`src/rtl/axi_arb_pkg.sv`:
```
// Shared types for the two-requester AXI memory arbiter: path FSM states and burst size.
package axi_arb_pkg;

  localparam int BEATS_DEF = 8;

  typedef enum logic [1:0] {
    R_IDLE,
    R_ADDR,
    R_DATA
  } rd_state_e;

  typedef enum logic [1:0] {
    W_IDLE,
    W_ADDR,
    W_DATA,
    W_RESP
  } wr_state_e;

endpackage

```
`src/rtl/rr_arb2.sv`:
```
// Two-request round-robin pick; combinational pick, registered last-grant pointer.
// Pointer only moves when the owning path reports a finished burst via upd_vld.
module rr_arb2 (
  input  logic       clk,
  input  logic       reset,
  input  logic [1:0] req_vld,
  input  logic       upd_vld,
  input  logic       upd_idx,
  output logic       pick
);

  logic last_q, last_d;

  always_comb begin
    last_d = last_q;
    if (upd_vld) last_d = upd_idx;

    pick = 1'b0;
    case (req_vld)
      2'b10:   pick = 1'b1;
      2'b11:   pick = ~last_q;
      default: pick = 1'b0;
    endcase
  end

  // Reset pointer says "s1 went last" so s0 takes the first tie.
  always_ff @(posedge clk) begin
    if (reset) last_q <= 1'b1;
    else       last_q <= last_d;
  end

endmodule

```
`src/rtl/axi_mem_arbiter.sv`:
```
// Two-requester AXI read/write arbiter onto one memory port; independent read and write FSMs.
// Grant registers one cycle after a request; beats/handshakes pass combinationally, backpressure routed to the granted side only.
module axi_mem_arbiter
  import axi_arb_pkg::*;
#(
  parameter int ADDR_W = 64,
  parameter int DATA_W = 64,
  parameter int BEATS  = BEATS_DEF
) (
  input  logic              clk,
  input  logic              reset,
  input  logic [ADDR_W-1:0] s0_axi_araddr,
  input  logic              s0_axi_arvalid,
  output logic              s0_axi_arready,
  output logic [DATA_W-1:0] s0_axi_rdata,
  output logic              s0_axi_rlast,
  output logic              s0_axi_rvalid,
  input  logic              s0_axi_rready,
  input  logic [ADDR_W-1:0] s0_axi_awaddr,
  input  logic              s0_axi_awvalid,
  output logic              s0_axi_awready,
  input  logic [DATA_W-1:0] s0_axi_wdata,
  input  logic              s0_axi_wlast,
  input  logic              s0_axi_wvalid,
  output logic              s0_axi_wready,
  output logic              s0_axi_bvalid,
  input  logic              s0_axi_bready,
  input  logic [ADDR_W-1:0] s1_axi_araddr,
  input  logic              s1_axi_arvalid,
  output logic              s1_axi_arready,
  output logic [DATA_W-1:0] s1_axi_rdata,
  output logic              s1_axi_rlast,
  output logic              s1_axi_rvalid,
  input  logic              s1_axi_rready,
  input  logic [ADDR_W-1:0] s1_axi_awaddr,
  input  logic              s1_axi_awvalid,
  output logic              s1_axi_awready,
  input  logic [DATA_W-1:0] s1_axi_wdata,
  input  logic              s1_axi_wlast,
  input  logic              s1_axi_wvalid,
  output logic              s1_axi_wready,
  output logic              s1_axi_bvalid,
  input  logic              s1_axi_bready,
  output logic [ADDR_W-1:0] m_axi_araddr,
  output logic              m_axi_arvalid,
  input  logic              m_axi_arready,
  input  logic [DATA_W-1:0] m_axi_rdata,
  input  logic              m_axi_rlast,
  input  logic              m_axi_rvalid,
  output logic              m_axi_rready,
  output logic [ADDR_W-1:0] m_axi_awaddr,
  output logic              m_axi_awvalid,
  input  logic              m_axi_awready,
  output logic [DATA_W-1:0] m_axi_wdata,
  output logic              m_axi_wlast,
  output logic              m_axi_wvalid,
  input  logic              m_axi_wready,
  input  logic              m_axi_bvalid,
  output logic              m_axi_bready,
  output logic              rd_len_err,
  output logic              wr_len_err
);

  localparam int CNT_W = (BEATS > 1) ? $clog2(BEATS) : 1;
  localparam logic [CNT_W-1:0] LAST_BEAT = CNT_W'(BEATS - 1);

  rd_state_e        r_state_q, r_state_d;
  logic             r_gnt_q, r_gnt_d;
  logic [CNT_W-1:0] r_cnt_q, r_cnt_d;
  logic             rd_len_err_q, rd_len_err_d;
  logic             r_pick, r_done;

  wr_state_e        w_state_q, w_state_d;
  logic             w_gnt_q, w_gnt_d;
  logic [CNT_W-1:0] w_cnt_q, w_cnt_d;
  logic             wr_len_err_q, wr_len_err_d;
  logic             w_pick, w_done;

  rr_arb2 u_rd_arb (
    .clk     (clk),
    .reset   (reset),
    .req_vld ({s1_axi_arvalid, s0_axi_arvalid}),
    .upd_vld (r_done),
    .upd_idx (r_gnt_q),
    .pick    (r_pick)
  );

  rr_arb2 u_wr_arb (
    .clk     (clk),
    .reset   (reset),
    .req_vld ({s1_axi_awvalid, s0_axi_awvalid}),
    .upd_vld (w_done),
    .upd_idx (w_gnt_q),
    .pick    (w_pick)
  );

  // Whole case is skipped under reset so every output reads 0 while reset is high.
  always_comb begin
    r_state_d      = r_state_q;
    r_gnt_d        = r_gnt_q;
    r_cnt_d        = r_cnt_q;
    rd_len_err_d   = 1'b0;
    r_done         = 1'b0;
    m_axi_araddr   = '0;
    m_axi_arvalid  = 1'b0;
    m_axi_rready   = 1'b0;
    s0_axi_arready = 1'b0;
    s1_axi_arready = 1'b0;
    s0_axi_rdata   = '0;
    s0_axi_rlast   = 1'b0;
    s0_axi_rvalid  = 1'b0;
    s1_axi_rdata   = '0;
    s1_axi_rlast   = 1'b0;
    s1_axi_rvalid  = 1'b0;
    if (!reset) begin
      case (r_state_q)
        R_IDLE: begin
          if (s0_axi_arvalid || s1_axi_arvalid) begin
            r_gnt_d   = r_pick;
            r_state_d = R_ADDR;
          end
        end
        R_ADDR: begin
          m_axi_araddr  = r_gnt_q ? s1_axi_araddr : s0_axi_araddr;
          m_axi_arvalid = r_gnt_q ? s1_axi_arvalid : s0_axi_arvalid;
          if (r_gnt_q) s1_axi_arready = m_axi_arready;
          else         s0_axi_arready = m_axi_arready;
          if ((r_gnt_q ? s1_axi_arvalid : s0_axi_arvalid) && m_axi_arready) begin
            r_cnt_d   = '0;
            r_state_d = R_DATA;
          end
        end
        R_DATA: begin
          m_axi_rready = r_gnt_q ? s1_axi_rready : s0_axi_rready;
          if (r_gnt_q) begin
            s1_axi_rdata  = m_axi_rdata;
            s1_axi_rlast  = m_axi_rlast;
            s1_axi_rvalid = m_axi_rvalid;
          end else begin
            s0_axi_rdata  = m_axi_rdata;
            s0_axi_rlast  = m_axi_rlast;
            s0_axi_rvalid = m_axi_rvalid;
          end
          if (m_axi_rvalid && (r_gnt_q ? s1_axi_rready : s0_axi_rready)) begin
            r_cnt_d = r_cnt_q + 1'b1;
            if (m_axi_rlast) begin
              rd_len_err_d = (r_cnt_q != LAST_BEAT);
              r_done       = 1'b1;
              r_state_d    = R_IDLE;
            end
          end
        end
        default: r_state_d = R_IDLE;
      endcase
    end
  end

  always_comb begin
    w_state_d      = w_state_q;
    w_gnt_d        = w_gnt_q;
    w_cnt_d        = w_cnt_q;
    wr_len_err_d   = 1'b0;
    w_done         = 1'b0;
    m_axi_awaddr   = '0;
    m_axi_awvalid  = 1'b0;
    m_axi_wdata    = '0;
    m_axi_wlast    = 1'b0;
    m_axi_wvalid   = 1'b0;
    m_axi_bready   = 1'b0;
    s0_axi_awready = 1'b0;
    s1_axi_awready = 1'b0;
    s0_axi_wready  = 1'b0;
    s1_axi_wready  = 1'b0;
    s0_axi_bvalid  = 1'b0;
    s1_axi_bvalid  = 1'b0;
    if (!reset) begin
      case (w_state_q)
        W_IDLE: begin
          if (s0_axi_awvalid || s1_axi_awvalid) begin
            w_gnt_d   = w_pick;
            w_state_d = W_ADDR;
          end
        end
        W_ADDR: begin
          m_axi_awaddr  = w_gnt_q ? s1_axi_awaddr : s0_axi_awaddr;
          m_axi_awvalid = w_gnt_q ? s1_axi_awvalid : s0_axi_awvalid;
          if (w_gnt_q) s1_axi_awready = m_axi_awready;
          else         s0_axi_awready = m_axi_awready;
          if ((w_gnt_q ? s1_axi_awvalid : s0_axi_awvalid) && m_axi_awready) begin
            w_cnt_d   = '0;
            w_state_d = W_DATA;
          end
        end
        W_DATA: begin
          m_axi_wdata  = w_gnt_q ? s1_axi_wdata : s0_axi_wdata;
          m_axi_wlast  = w_gnt_q ? s1_axi_wlast : s0_axi_wlast;
          m_axi_wvalid = w_gnt_q ? s1_axi_wvalid : s0_axi_wvalid;
          if (w_gnt_q) s1_axi_wready = m_axi_wready;
          else         s0_axi_wready = m_axi_wready;
          if ((w_gnt_q ? s1_axi_wvalid : s0_axi_wvalid) && m_axi_wready) begin
            w_cnt_d = w_cnt_q + 1'b1;
            if (w_gnt_q ? s1_axi_wlast : s0_axi_wlast) begin
              wr_len_err_d = (w_cnt_q != LAST_BEAT);
              w_state_d    = W_RESP;
            end
          end
        end
        W_RESP: begin
          m_axi_bready = w_gnt_q ? s1_axi_bready : s0_axi_bready;
          if (w_gnt_q) s1_axi_bvalid = m_axi_bvalid;
          else         s0_axi_bvalid = m_axi_bvalid;
          if (m_axi_bvalid && (w_gnt_q ? s1_axi_bready : s0_axi_bready)) begin
            w_done    = 1'b1;
            w_state_d = W_IDLE;
          end
        end
        default: w_state_d = W_IDLE;
      endcase
    end
  end

  always_ff @(posedge clk) begin
    if (reset) begin
      r_state_q    <= R_IDLE;
      r_gnt_q      <= 1'b0;
      r_cnt_q      <= '0;
      rd_len_err_q <= 1'b0;
      w_state_q    <= W_IDLE;
      w_gnt_q      <= 1'b0;
      w_cnt_q      <= '0;
      wr_len_err_q <= 1'b0;
    end else begin
      r_state_q    <= r_state_d;
      r_gnt_q      <= r_gnt_d;
      r_cnt_q      <= r_cnt_d;
      rd_len_err_q <= rd_len_err_d;
      w_state_q    <= w_state_d;
      w_gnt_q      <= w_gnt_d;
      w_cnt_q      <= w_cnt_d;
      wr_len_err_q <= wr_len_err_d;
    end
  end

  assign rd_len_err = rd_len_err_q & ~reset;
  assign wr_len_err = wr_len_err_q & ~reset;

endmodule

```
`config.mk`:
```
export PLATFORM = sky130hd
export DESIGN_NAME = axi_mem_arbiter
export DESIGN_NICKNAME = d
export VERILOG_FILES = /design/src/rtl/axi_arb_pkg.sv /design/src/rtl/rr_arb2.sv /design/src/rtl/axi_mem_arbiter.sv
export SDC_FILE = /design/constraint.sdc
export NUM_CORES = 1
export LEC_CHECK = 0
export ABC_AREA = 1
export CAP_MARGIN = 30
export CORE_AREA = 3 3 312 314
export CTS_BUF_LIST = sky130_fd_sc_hd__clkbuf_16
export CTS_CLUSTER_SIZE = 8
export DETAILED_ROUTE_END_ITERATION = 10
export DIE_AREA = 0 0 315 317
export PLACE_DENSITY = 0.3
export SYNTH_ARGS = -nofsm -noshare
export SYNTH_HDL_FRONTEND = slang
export SYNTH_SLANG_ARGS = --single-unit
```
`constraint.sdc`:
```
create_clock -name clk -period 2.6 [get_ports clk]
set_clock_uncertainty 0.1 [all_clocks]
set_input_delay 0.78 -clock clk [delete_from_list [all_inputs] [get_ports clk]]
set_output_delay 0.78 -clock clk [all_outputs]
set_load 0.005 [all_outputs]
```
* Word-level counts from Yosys, hierarchy flattened *
Cells that the tools add are included.

cells by class
  add/subtract/negate cells = 2
  eq/ne operators = 20
  muxes and demuxes = 95
  bitwise logic cells = 11
  reductions and logical operators = 19

operators with widths
  cell                                           count
  two-way mux 64 bit                             15
  two-way mux 1 bit                              61
  two-way mux 2 bit                              9
  inequality test 2 bit, second input constant   9
  == test 2 bit, second input constant           7
  two-way mux 3 bit                              4
  one-hot mux 3 bit (2 select lines)             2
  inverter 1 bit                                 9
  one-hot mux 2 bit (4 select lines)             1
  OR reduction 4 bit                             2
  adder 3 x 1 -> 3 bit, second input constant    2
  inequality test 3 bit, second input constant   2
  one-hot mux 2 bit (3 select lines)             1
  AND reduction 3 bit                            2
  logical AND 1 bit                              5
  AND reduction 5 bit                            1
  == test 2 x 1 -> 1 bit, second input constant  2
  zero test 2 bit                                2
  one-hot mux 1 bit (2 select lines)             2
  AND reduction 2 bit                            2
  AND reduction 4 bit                            1
  nonzero test 2 bit                             2
  AND 1 bit                                      2
  logical OR 1 bit                               2

storage, ports and cells
  register bits after elaboration = 16
  input port bits = 468
  logic and storage cells = 157

* Depth between registers and ports, before layout *
  depth in word-level cells = 5
  mapped depth = 11

* By module *
Synthesis repeated with hierarchy kept, for this count alone.

unflattened totals
  cell total of the unflattened synthesis = 1,052
  area total of the unflattened synthesis = 5,137.4 um2

modules (own cells, without submodules)
  module           times used  cells each  area each (um2)
  axi_mem_arbiter  1           1,038       5,034.8
  rr_arb2          2           7           51.3

* Worst setup path after synthesis *
OpenSTA, ideal clock, no wires.

  kind = input-to-output
  start point = input port reset
  end point = output port s1_axi_rdata[0]
  arrival = 1,556 ps
  data required time = 1,720 ps
  setup slack = 164 ps
  stages on the path = 6
  path buffers = 3
  path through = buf_6 inv_4 nand2_2 buf_2 buf_2 nor3_1

on the way
  word-level cells in the longest chain between the ends = 1

ends and longest elaborated chain
  what                line                    RTL
  start: declaration  axi_mem_arbiter.sv:11   input logic reset,
  two-way mux 64 bit  axi_mem_arbiter.sv:115  if (!reset) begin
  end: declaration    axi_mem_arbiter.sv:31   output logic [DATA_W-1:0] s1_axi_rdata,

No other way between the ends.

* Final worst setup path *
  start point = input port reset
  end point = output port m_axi_wdata[39]

on the way
  word-level cells in the longest chain between the ends = 1

ends and longest elaborated chain
  what                line                    RTL
  two-way mux 64 bit  axi_mem_arbiter.sv:176  if (!reset) begin
  end: declaration    axi_mem_arbiter.sv:54   output logic [DATA_W-1:0] m_axi_wdata,

No other way between the ends.

==> run_results.csv <==
group,metric,value,unit
placed_design,hpwlAfterDp,46300,um
clock_tree,cts_root_buffer,"clkbuf_16",
synthesis,ys_seq_area_share,6.45,%
synthesis,syn_area,4970,sq um
synthesis,syn_nets,1526,
synthesis,synth_warnings,0,
global_routing,antenna_found_initial,15,
clock_tree,holdBufCountCts,0,
die,start_util,5.24,%
critical_path,path_cells,"buf_12 > nor2_4 > buf_12 > buf_8 > buf_4 > buf_4 > o21ai_2 > nor2_1 > buf_2",
sta,relSlewSlack,72.6,%
critical_path,critical_path.top_delay_family,"buffers and inverters",
synthesis,synth.most_common_cell,"nor2_1",
critical_path,start_kind,"input port",
placed_design,gp_routability_congestion,0.880,
cells_and_area,layout.nets,2475,
route,vias,10800,
critical_path,startpoint,"reset",
placed_design,pre_cts_ws,-1260,ps
clock_tree,cts.clk_slew.worst_paths,50,ps
min_path,hold_class,"reg -> reg",
route,dr_wl_met3,3890,um
route,via_per_inst,3.31,
global_routing,grt_pass1_wl,80700,um
clock_tree,clockBufferDepth,2,
die,die_area,99900,sq um
cells_and_area,layout-drive-gt1-share,46.3,%
pwr,power_leakage,7.78,nW
clock_tree,cts_inserted_buffers,3,
critical_path,rrSetupSlack,300,ps
critical_path,worstReg2RegStart,"r_gnt_q",
die,io_pins,808,
sta,fmax,361,MHz
route,wl,60000,um
critical_path,cp.buffers_inverters,6,
run,drv_cap,0,
synthesis,dominantRegCellSynth,"dfxtp_1",
critical_path,required,1720,ps
synthesis,async_flop_share,0,%
pwr,max-vdd-ir-drop,0.167,mV
critical_path,r2r_end,"r_state_q[1]",
route,dr_wl_met2,31500,um
critical_path,cp-end-kind,"output port",
status,status,"finished, violations left",
min_path,hp-start,"u_rd_arb.last_q",
sta,finalWorstSetupSlack,-173,ps
sta,worst_pin_slew,411,ps
synthesis,yosys.area.top_type,"nor2_1",
die,fp.coreArea,94900,sq um
sta,fin_crit_sh,107,%
global_routing,gr-total-overflow,0,
critical_path,max_stage_delay,220,ps
critical_path,crit_type,"in -> out",
synthesis,synthTopCellsByArea,"nor2_1 21%, nor3_1 21%, nand2_1 13%",
cells_and_area,area.growth.synth_to_final,253,%
clock_tree,clk_latency,250,ps
sta,final-hold-violation-count,0,
sta,rsz0062_at_grt,"true",
route,drc,0,
route,wl_met1,23700,um
global_routing,grt_max_degree,61,
die,die_w,315,um
critical_path,worstRegToRegCells,14,
route,detail_route.wl_per_cell,18.4,um
synthesis,syn_inst,1048,
sta,setup_viol,239,
synthesis,synth-seq-cells,16,
global_routing,grt_pass1_vias,11400,
route,drt_iter0_markers,402,
clock_tree,cts_tree,"yes",
sta,slew_viol_final,0,
route,drtPass1Iterations,5,
critical_path,worst_path_max_delay_cell,"nor2_4",
placed_design,portBuffers,807,
clock_tree,htree_levels,1,
clock_tree,clock-sinks,16,
min_path,holdPathEnd,"u_rd_arb.last_q",
synthesis,yosysTopAreaCellShare,20.8,%
die,rows,113,
status,violations,"setup timing",
global_routing,gr-usage-all-layers,11.0,%
synthesis,syn_area_per_cell,4.74,sq um
min_path,min_path_cells,2,
route,drtAntennaViolNets,0,
sta,min_period,2770,ps
synthesis,synthDistinctLibCells,30,
sta,whs,379,ps
critical_path,critPathMaxFanout,7,
critical_path,cp_data_arrival_time,1890,ps
die,die_h,317,um
synthesis,synth-edff-count,0,
synthesis,synth_commonest_cells,"275 x nor2_1, 204 x nor3_1, 175 x nand2_1",
pwr,p_per_area,303,nW/um^2
route,routed.top_layer,"met5",
## cells by family after synthesis
family,after synthesis,share of synthesized area (%)
simple gates,682,58.5
buf+inv,197,17.9
compound gates,143,14.6
flops,16,6.45
fa+ha+maj,10,2.52
## worst register-to-register path: stages, from the launching register on
cell and delay [ps]:
dfxtp_2 380, inv_2 180, buf_4 180, nand2_1 70, nand2_2 90, inv_2 40, buf_4 120, buf_4 110
buf_4 120, buf_4 120, buf_4 120, buf_4 120, buf_4 120, o31ai_1 220, a21oi_1 100
## repair_timing
item,CTS,global route
pin swaps,109,43
gates resized for setup,1857,68
buffers inserted,84,3
gates cloned,21,1
setup endpoints to repair,340,335
## flip-flops by register name, indices dropped and copies added (netlist names)
signal           flops
w_gnt_q              1
wr_len_err_q         1
r_cnt_q              3
rd_len_err_q         1
r_state_q            2
u_rd_arb.last_q      1
w_cnt_q              3
r_gnt_q              1
w_state_q            2
u_wr_arb.last_q      1
## routing by layer
layer  GRT usage [%]  up-vias
met1            13.0     5045
met5               0        -
met3            2.36       44
li1                -     5276
met4            1.80        4
met2            20.5      439
## final cells by class
type / count / area, sq um
clock inverters: 1 / 3.75
repair buffers: 1040 / 9600
diodes: 8 / 20.0
flip-flops and latches: 16 / 325
clock buffers: 3 / 75.1
inverters: 101 / 400
fillers: 10900 / 77300
well taps: 1265 / 1580
multi-input cells: 835 / 5540
## report_power, final
part | switching [W] | internal, W | total [W]
combinational | 0.00224 | 0.00243 | 0.00468
clock | 0.000110 | 0.000205 | 0.000314
sequential | 0.0000388 | 0.000295 | 0.000334
total | 0.00239 | 0.00293 | 0.00532
## cells in the final DEF (no fill, tap or decap), drive strengths merged
cell / count
o21ai: 69
buf: 549
nor3: 204
diode: 8
clkdlybuf4s15: 22
a21boi: 2
clkdlybuf4s50: 454
nand2: 180
o31ai: 1
dlymetal6s2s: 3
nand3b: 4
o21a: 1
dlygate4sd2: 9
ha: 10
and2: 1
dfxtp: 16
a21oi: 70
nand3: 14
bufbuf: 1
inv: 102
clkbuf: 5
nor2: 278
nor4: 1
## per-stage QoR
stage | setup TNS (ps) | instance area, sq um | util [%] | cells | total power, W
2_1_floorplan | 0 | 4970 | - | 1048 | 0.00158
3_3_place_gp | -301640 | 15500 | 16.4 | 3162 | 0.00401
3_5_place_dp | -300470 | 15500 | 16.4 | 3162 | 0.00399
4_1_cts | -53330 | 17300 | 18.3 | 3261 | 0.00538
5_1_grt | -30000 | 17500 | 18.5 | 3268 | 0.00574
6_report | -14540 | 17500 | 18.5 | 3269 | 0.00532
## worst max path at each step
stage                                   to  slack (ps)  cells past startpoint
after floorplan            s1_axi_rdata[0]         160                      6
after global routing       m_axi_wdata[36]        -220                      8
after detailed placement  m_axi_awaddr[33]       -1260                      7
final                      m_axi_wdata[39]        -170                      9
after CTS                     m_axi_wvalid        -310                     10
after global placement    m_axi_awaddr[33]       -1260                      7
No activity file was read; power rests on OpenSTA's default activity.
